<file path="config.mk">
export PLATFORM = sky130hd
export DESIGN_NAME = distram_fifo_fwft
export DESIGN_NICKNAME = d
export VERILOG_FILES = /design/src/rtl/sgd_fifo_pkg.sv /design/src/rtl/distram_sdp.sv /design/src/rtl/distram_fifo_fwft.sv
export SDC_FILE = /design/constraint.sdc
export NUM_CORES = 2
export LEC_CHECK = 0
export CELL_PAD_IN_SITES_DETAIL_PLACEMENT = 0
export CELL_PAD_IN_SITES_GLOBAL_PLACEMENT = 1
export CORE_MARGIN = 3
export CORE_UTILIZATION = 34
export CTS_CLUSTER_SIZE = 10
export DETAILED_ROUTE_END_ITERATION = 16
export PLACE_DENSITY = 0.63
export REMOVE_ABC_BUFFERS = 1
export SYNTH_ARGS = -nofsm -noshare
export SYNTH_HDL_FRONTEND = slang
export SYNTH_SLANG_ARGS = --single-unit
</file>
<file path="constraint.sdc">
create_clock -name clk -period 4.8 [get_ports clk]
set_input_delay 1.44 -clock clk [delete_from_list [all_inputs] [get_ports clk]]
set_output_delay 1.44 -clock clk [all_outputs]
set_load 0.05 [all_outputs]
</file>
<file path="src/rtl/sgd_fifo_pkg.sv">
// rtl/sgd_fifo_pkg.sv - shared types, count-width helper and parameter legality check for SGD FIFOs
package sgd_fifo_pkg;

  typedef enum logic {
    RD_MODE_STD  = 1'b0,
    RD_MODE_FWFT = 1'b1
  } rd_mode_e;

  localparam int RD_LATENCY_MIN = 1;
  localparam int RD_LATENCY_MAX = 2;

  // Count must represent 0..2**depth_bits inclusive.
  function automatic int count_width(input int depth_bits);
    return depth_bits + 1;
  endfunction

  function automatic bit params_legal(input int depth_bits, input int rd_latency,
                                      input int af_thr, input int ae_thr);
    int cap;
    cap = 1 << depth_bits;
    return (depth_bits > 0) &&
           (rd_latency >= RD_LATENCY_MIN) && (rd_latency <= RD_LATENCY_MAX) &&
           (af_thr >= 0) && (af_thr < cap) &&
           (ae_thr >= 0) && (ae_thr < cap);
  endfunction

endpackage

</file>
<file path="src/rtl/distram_sdp.sv">
// rtl/distram_sdp.sv - simple dual-port LUTRAM: synchronous write, asynchronous read
module distram_sdp #(
  parameter int WIDTH     = 64,
  parameter int ADDR_BITS = 5
) (
  input  logic                 clk,
  input  logic                 we_i,
  input  logic [ADDR_BITS-1:0] waddr_i,
  input  logic [WIDTH-1:0]     wdata_i,
  input  logic [ADDR_BITS-1:0] raddr_i,
  output logic [WIDTH-1:0]     rdata_o
);

  logic [WIDTH-1:0] mem_q [0:(1 << ADDR_BITS)-1];

  always_ff @(posedge clk) begin
    if (we_i) begin
      mem_q[waddr_i] <= wdata_i;
    end
  end

  assign rdata_o = mem_q[raddr_i];

endmodule

</file>
<file path="src/rtl/distram_fifo_fwft.sv">
// rtl/distram_fifo_fwft.sv - distributed-RAM FIFO with exact flags and standard or FWFT read mode
module distram_fifo_fwft
  import sgd_fifo_pkg::*;
#(
  parameter int FIFO_WIDTH                 = 64,
  parameter int FIFO_DEPTH_BITS            = 5,
  parameter int FIFO_ALMOSTFULL_THRESHOLD  = 2**FIFO_DEPTH_BITS - 6,
  parameter int FIFO_ALMOSTEMPTY_THRESHOLD = 2,
  parameter int FWFT                       = 0,
  parameter int RD_LATENCY                 = 2
) (
  input  logic                                     clk,
  input  logic                                     reset_n,
  input  logic                                     we,
  input  logic [FIFO_WIDTH-1:0]                    din,
  output logic                                     full,
  output logic                                     almostfull,
  input  logic                                     re,
  output logic [FIFO_WIDTH-1:0]                    dout,
  output logic                                     valid,
  output logic                                     empty,
  output logic                                     almostempty,
  output logic [count_width(FIFO_DEPTH_BITS)-1:0]  count,
  output logic                                     overflow,
  output logic                                     underflow
);

  localparam int AW = FIFO_DEPTH_BITS;
  localparam int CW = count_width(FIFO_DEPTH_BITS);
  localparam logic [CW-1:0] DEPTH_C = CW'(1 << FIFO_DEPTH_BITS);
  localparam logic [CW-1:0] AF_C    = CW'(FIFO_ALMOSTFULL_THRESHOLD);
  localparam logic [CW-1:0] AE_C    = CW'(FIFO_ALMOSTEMPTY_THRESHOLD);
  localparam rd_mode_e      MODE    = (FWFT != 0) ? RD_MODE_FWFT : RD_MODE_STD;

  if (!params_legal(FIFO_DEPTH_BITS, RD_LATENCY, FIFO_ALMOSTFULL_THRESHOLD,
                    FIFO_ALMOSTEMPTY_THRESHOLD)) begin : g_bad_params
    $error("distram_fifo_fwft: illegal parameter combination");
  end

  logic [AW-1:0]         wr_ptr_q, wr_ptr_d, rd_ptr_q, rd_ptr_d;
  logic [CW-1:0]         count_q, count_d, mem_count;
  logic [FIFO_WIDTH-1:0] dout_q, dout_d, stage_data_q, stage_data_d;
  logic                  valid_q, valid_d, stage_valid_q, stage_valid_d;
  logic                  overflow_q, overflow_d, underflow_q, underflow_d;
  logic [FIFO_WIDTH-1:0] mem_rdata;
  logic                  wr_acc, consume, underrun, mem_has_word, load_head, bypass;

  assign full        = (count_q == DEPTH_C);
  assign empty       = (count_q == '0);
  assign almostfull  = (count_q > AF_C);
  assign almostempty = (count_q <= AE_C);
  assign wr_acc      = we & ~full;
  // In FWFT mode the head word sits in dout_q but is still counted.
  assign mem_count   = count_q - CW'(valid_q);

  distram_sdp #(
    .WIDTH    (FIFO_WIDTH),
    .ADDR_BITS(AW)
  ) u_mem (
    .clk    (clk),
    .we_i   (wr_acc),
    .waddr_i(wr_ptr_q),
    .wdata_i(din),
    .raddr_i(rd_ptr_q),
    .rdata_o(mem_rdata)
  );

  always_comb begin
    consume       = 1'b0;
    underrun      = 1'b0;
    mem_has_word  = 1'b0;
    load_head     = 1'b0;
    bypass        = 1'b0;
    stage_valid_d = 1'b0;
    stage_data_d  = stage_data_q;
    valid_d       = 1'b0;
    dout_d        = dout_q;

    if (MODE == RD_MODE_FWFT) begin
      mem_has_word = (mem_count != '0);
      consume      = re & valid_q;
      underrun     = re & ~valid_q;
      if (~valid_q | consume) begin
        load_head = mem_has_word | wr_acc;
        // Empty memory: the incoming word goes straight to the head register
        // (it is still written to memory, and rd_ptr skips past it).
        bypass    = ~mem_has_word & wr_acc;
      end
      valid_d = load_head | (valid_q & ~consume);
      if (load_head) begin
        dout_d = bypass ? din : mem_rdata;
      end
      rd_ptr_d = rd_ptr_q + AW'(load_head);
    end else begin
      consume  = re & ~empty;
      underrun = re & empty;
      if (RD_LATENCY == 1) begin
        valid_d = consume;
        if (consume) begin
          dout_d = mem_rdata;
        end
      end else begin
        stage_valid_d = consume;
        if (consume) begin
          stage_data_d = mem_rdata;
        end
        valid_d = stage_valid_q;
        if (stage_valid_q) begin
          dout_d = stage_data_q;
        end
      end
      rd_ptr_d = rd_ptr_q + AW'(consume);
    end

    wr_ptr_d    = wr_ptr_q + AW'(wr_acc);
    count_d     = count_q + CW'(wr_acc) - CW'(consume);
    overflow_d  = overflow_q | (we & full);
    underflow_d = underflow_q | underrun;
  end

  always_ff @(posedge clk) begin
    if (!reset_n) begin
      wr_ptr_q      <= '0;
      rd_ptr_q      <= '0;
      count_q       <= '0;
      dout_q        <= '0;
      valid_q       <= 1'b0;
      stage_data_q  <= '0;
      stage_valid_q <= 1'b0;
      overflow_q    <= 1'b0;
      underflow_q   <= 1'b0;
    end else begin
      wr_ptr_q      <= wr_ptr_d;
      rd_ptr_q      <= rd_ptr_d;
      count_q       <= count_d;
      dout_q        <= dout_d;
      valid_q       <= valid_d;
      stage_data_q  <= stage_data_d;
      stage_valid_q <= stage_valid_d;
      overflow_q    <= overflow_d;
      underflow_q   <= underflow_d;
    end
  end

  assign dout      = dout_q;
  assign valid     = valid_q;
  assign count     = count_q;
  assign overflow  = overflow_q;
  assign underflow = underflow_q;

endmodule
</file>
==> out/metrics.yaml <==
crit_path_start_kind: "flip-flop"
final_util_pct: 40.3
placed_cells: 7024
grt_overflow: 0
timing.final.crit_share_pct: 89.3
status: "finished clean"
netlist_top_cells_count: "2048 x edfxtp_1, 525 x mux4_2, 160 x a22oi_1, 148 x dfxtp_1, 116 x nor2_1"
stdcell_count: 7467
drtAntennaViolNets: 0
wire_per_inst_microns: 28.2
cts_max_level: 5
cts-hold-fix-buffers: 0
synthTopCellsByArea: "edfxtp_1 74%, mux4_2 14%, dfxtp_1 3.6%"
areaGrowthSynthToFinish_pct: 17.3
die_area_sq_mm: 0.250
netlist_instances: 3766
netlist.area_leader.share_pct: 74.1
rows: 180
via_per_inst: 5.36
crit_path_end_kind: "output pin"
met3_usage_pct: 3.23
rsz0062_at_grt: "no"
clkSinkCount: 2196
worstHoldPathType: "reg2reg"
synth_edf_count: 2048
synth-seq-cells: 2196
initial_utilization_pct: 34.3
hold_viol_final: 0
clockBufferDepth: 4
drive_gt1_share_pct: 24.8
synth_top_area_cell: "edfxtp_1"
insertion_delay_ps: 910
netlist_area_sq_mm: 0.0829
via_count: 40023
synth_most_common_cell: "edfxtp_1"
grt_max_degree: 127
relSlewSlack_pct: 12.8
finClkSkew_ps: 49.0
pin_count: 145
grt_pass1_vias: 41315
cts_tree: "yes"
use_met2_pct: 26.5
fin_ws_ps: 512
arrival_ps: 2850
core-area_sq_mm: 0.242
cts_resized: 0
swShare_pct: 24.7
yosysSeqAreaShare_pct: 77.7
antenna_found_initial: 11
drt-pass1-iter-count: 5
synth_warnings: 0
fin_crit_ps: 4290
grtUsageTotal_pct: 16.6
grt_pass1_wl_microns: 302000
gp_congestion: 0.737
worstPathMaxFanout: 5
power_frac_seq_pct: 45.8
hpwl_microns: 116000
crit_type: "reg2out"
clkTransAtPathRegs_ps: 60
grt_busiest_layer: "met2"
dieWidth_microns: 500
max-vdd-ir-drop_v: 0.000320
yosysUniqueCellTypes: 49
final_area_sq_mm: 0.0973
reg2reg_slack_ps: 1540
fmax_mhz: 233
port-buffer-count: 144
die_y_microns: 500
routed_wl_microns: 211000
clockPowerShare_pct: 38.3
synth_area_per_cell_sq_um: 22.0
cts_buffers: 275
place_ws_ps: 511
setup_viol: 0
synthFlopType: "edfxtp_1"
p_per_area_mw_per_mm2: 492
nNetsFinal: 4204
globalRouteMet1Util_pct: 23.3
post_cts_buffers: 0
p_comb_share_pct: 16.0
leakage_nw: 29.6
cap_violations: 0
place_area_sq_mm: 0.0895
report.final.slew_viol_count: 0
clock-root-buffer: "clkbuf_16"
crit_required_ps: 3360
p_int_mw: 36.1
async_flop_share_pct: 0
drc: 0
power.switching_mw: 11.9
first_iter_violations: 3993
tightestPinTransition_ps: 1300
[cell type report]
| type | instances | area [sq um] |
|---|---|---|
| Fill cell | 21200 | 144000 |
| Sequential cell | 2196 | 64500 |
| Multi-Input combinational cell | 1342 | 17600 |
| Clock buffer | 419 | 7620 |
| Tap cell | 3185 | 3990 |
| Timing Repair Buffer | 290 | 3350 |
| Clock inverter | 19 | 204 |
| Inverter | 12 | 50.0 |
| Antenna cell | 4 | 10.0 |
[critical path: stages (launching register included)]
cell             delay (ps)
dfxtp_1                 320
inv_1                   150
ha_1                    160
nor4bb_1                460
clkdlybuf4s50_1         890
[worst paths after layout]
path / startpoint / to / cells past startpoint
min reg2reg: stage_data_q[9]$_SDFFE_PN0P_ / stage_data_q[9]$_SDFFE_PN0P_ / 2
max: count[4]$_SDFF_PN0_ / full / 4
min: stage_data_q[9]$_SDFFE_PN0P_ / stage_data_q[9]$_SDFFE_PN0P_ / 2
max reg2reg: count[3]$_SDFF_PN0_ / u_mem.mem_q[24][26]$_DFFE_PP_ / 7
[metrics by stage]
stage	power (mW)	TNS [ps]	hold WS [ps]
global placement	30.1	0	464
finish	47.9	0	474
detailed placement	30.2	0	469
CTS	48.6	0	478
floorplan	26.6	-1961900	445
global route	49.8	0	516
[registers in the layout, indices dropped and copies added, names as in the netlist]
name	cells
underflow	1
stage_data_q	64
stage_valid_q	1
wr_ptr_q	5
valid	1
dout	64
u_mem.mem_q	2048
overflow	1
count	6
rd_ptr_q	5
[cell families (layout without fill, tap and decap cells)]
kind of cell / Yosys count / after routing / synth area share, %
and+or+nand+nor: 381 / 381 / 2.27
xor gates and xnor gates: 8 / 8 / 0.0845
DFF: 2196 / 2196 / 77.7
AOI/OAI and AO/OA: 295 / 295 / 2.57
buffers and inverters: 228 / 740 / 1.37
muxes: 639 / 639 / 15.7
adders and majority gates: 19 / 19 / 0.296
other: 0 / 4 / 0
[power by group through the flow]
stage,Combinational [mW],Sequential (mW),Clock [mW]
finish,7.64,21.9,18.3
global route,8.24,22.0,19.5
CTS,7.84,22.0,18.8
detailed placement,7.82,22.3,0
global placement,7.80,22.3,0
floorplan,3.91,22.7,0
[routing by layer]
layer / routed length (microns) / vias to the layer above
li1: - / 16524
met1: 90700 / 21736
met2: 101000 / 1410
met3: 13400 / 351
met4: 5480 / 2
met5: 13 / -
[cells in the final DEF (no fill, tap or decap), types with 8 or more instances in the layout]
cell	netlist	final
o2111a_1	15	15
and2_1	18	17
nand3_1	72	72
clkbuf_16	0	283
a22oi_1	160	160
mux2i_1	71	71
a31oi_1	33	33
ha_1	18	18
clkdlybuf4s50_1	0	142
nor2_4	0	33
mux2_2	43	43
nor2_1	116	83
nand2_1	52	50
inv_1	11	10
edfxtp_1	2048	2048
nor2b_1	81	79
clkbuf_1	99	132
buf_12	0	64
a211oi_1	12	12
o221ai_1	11	11
mux4_2	525	525
nor3_1	17	17
dfxtp_1	148	143
buf_4	31	81
a21oi_1	40	40
clkinv_1	0	8
(Power assumes the default switching activity.)
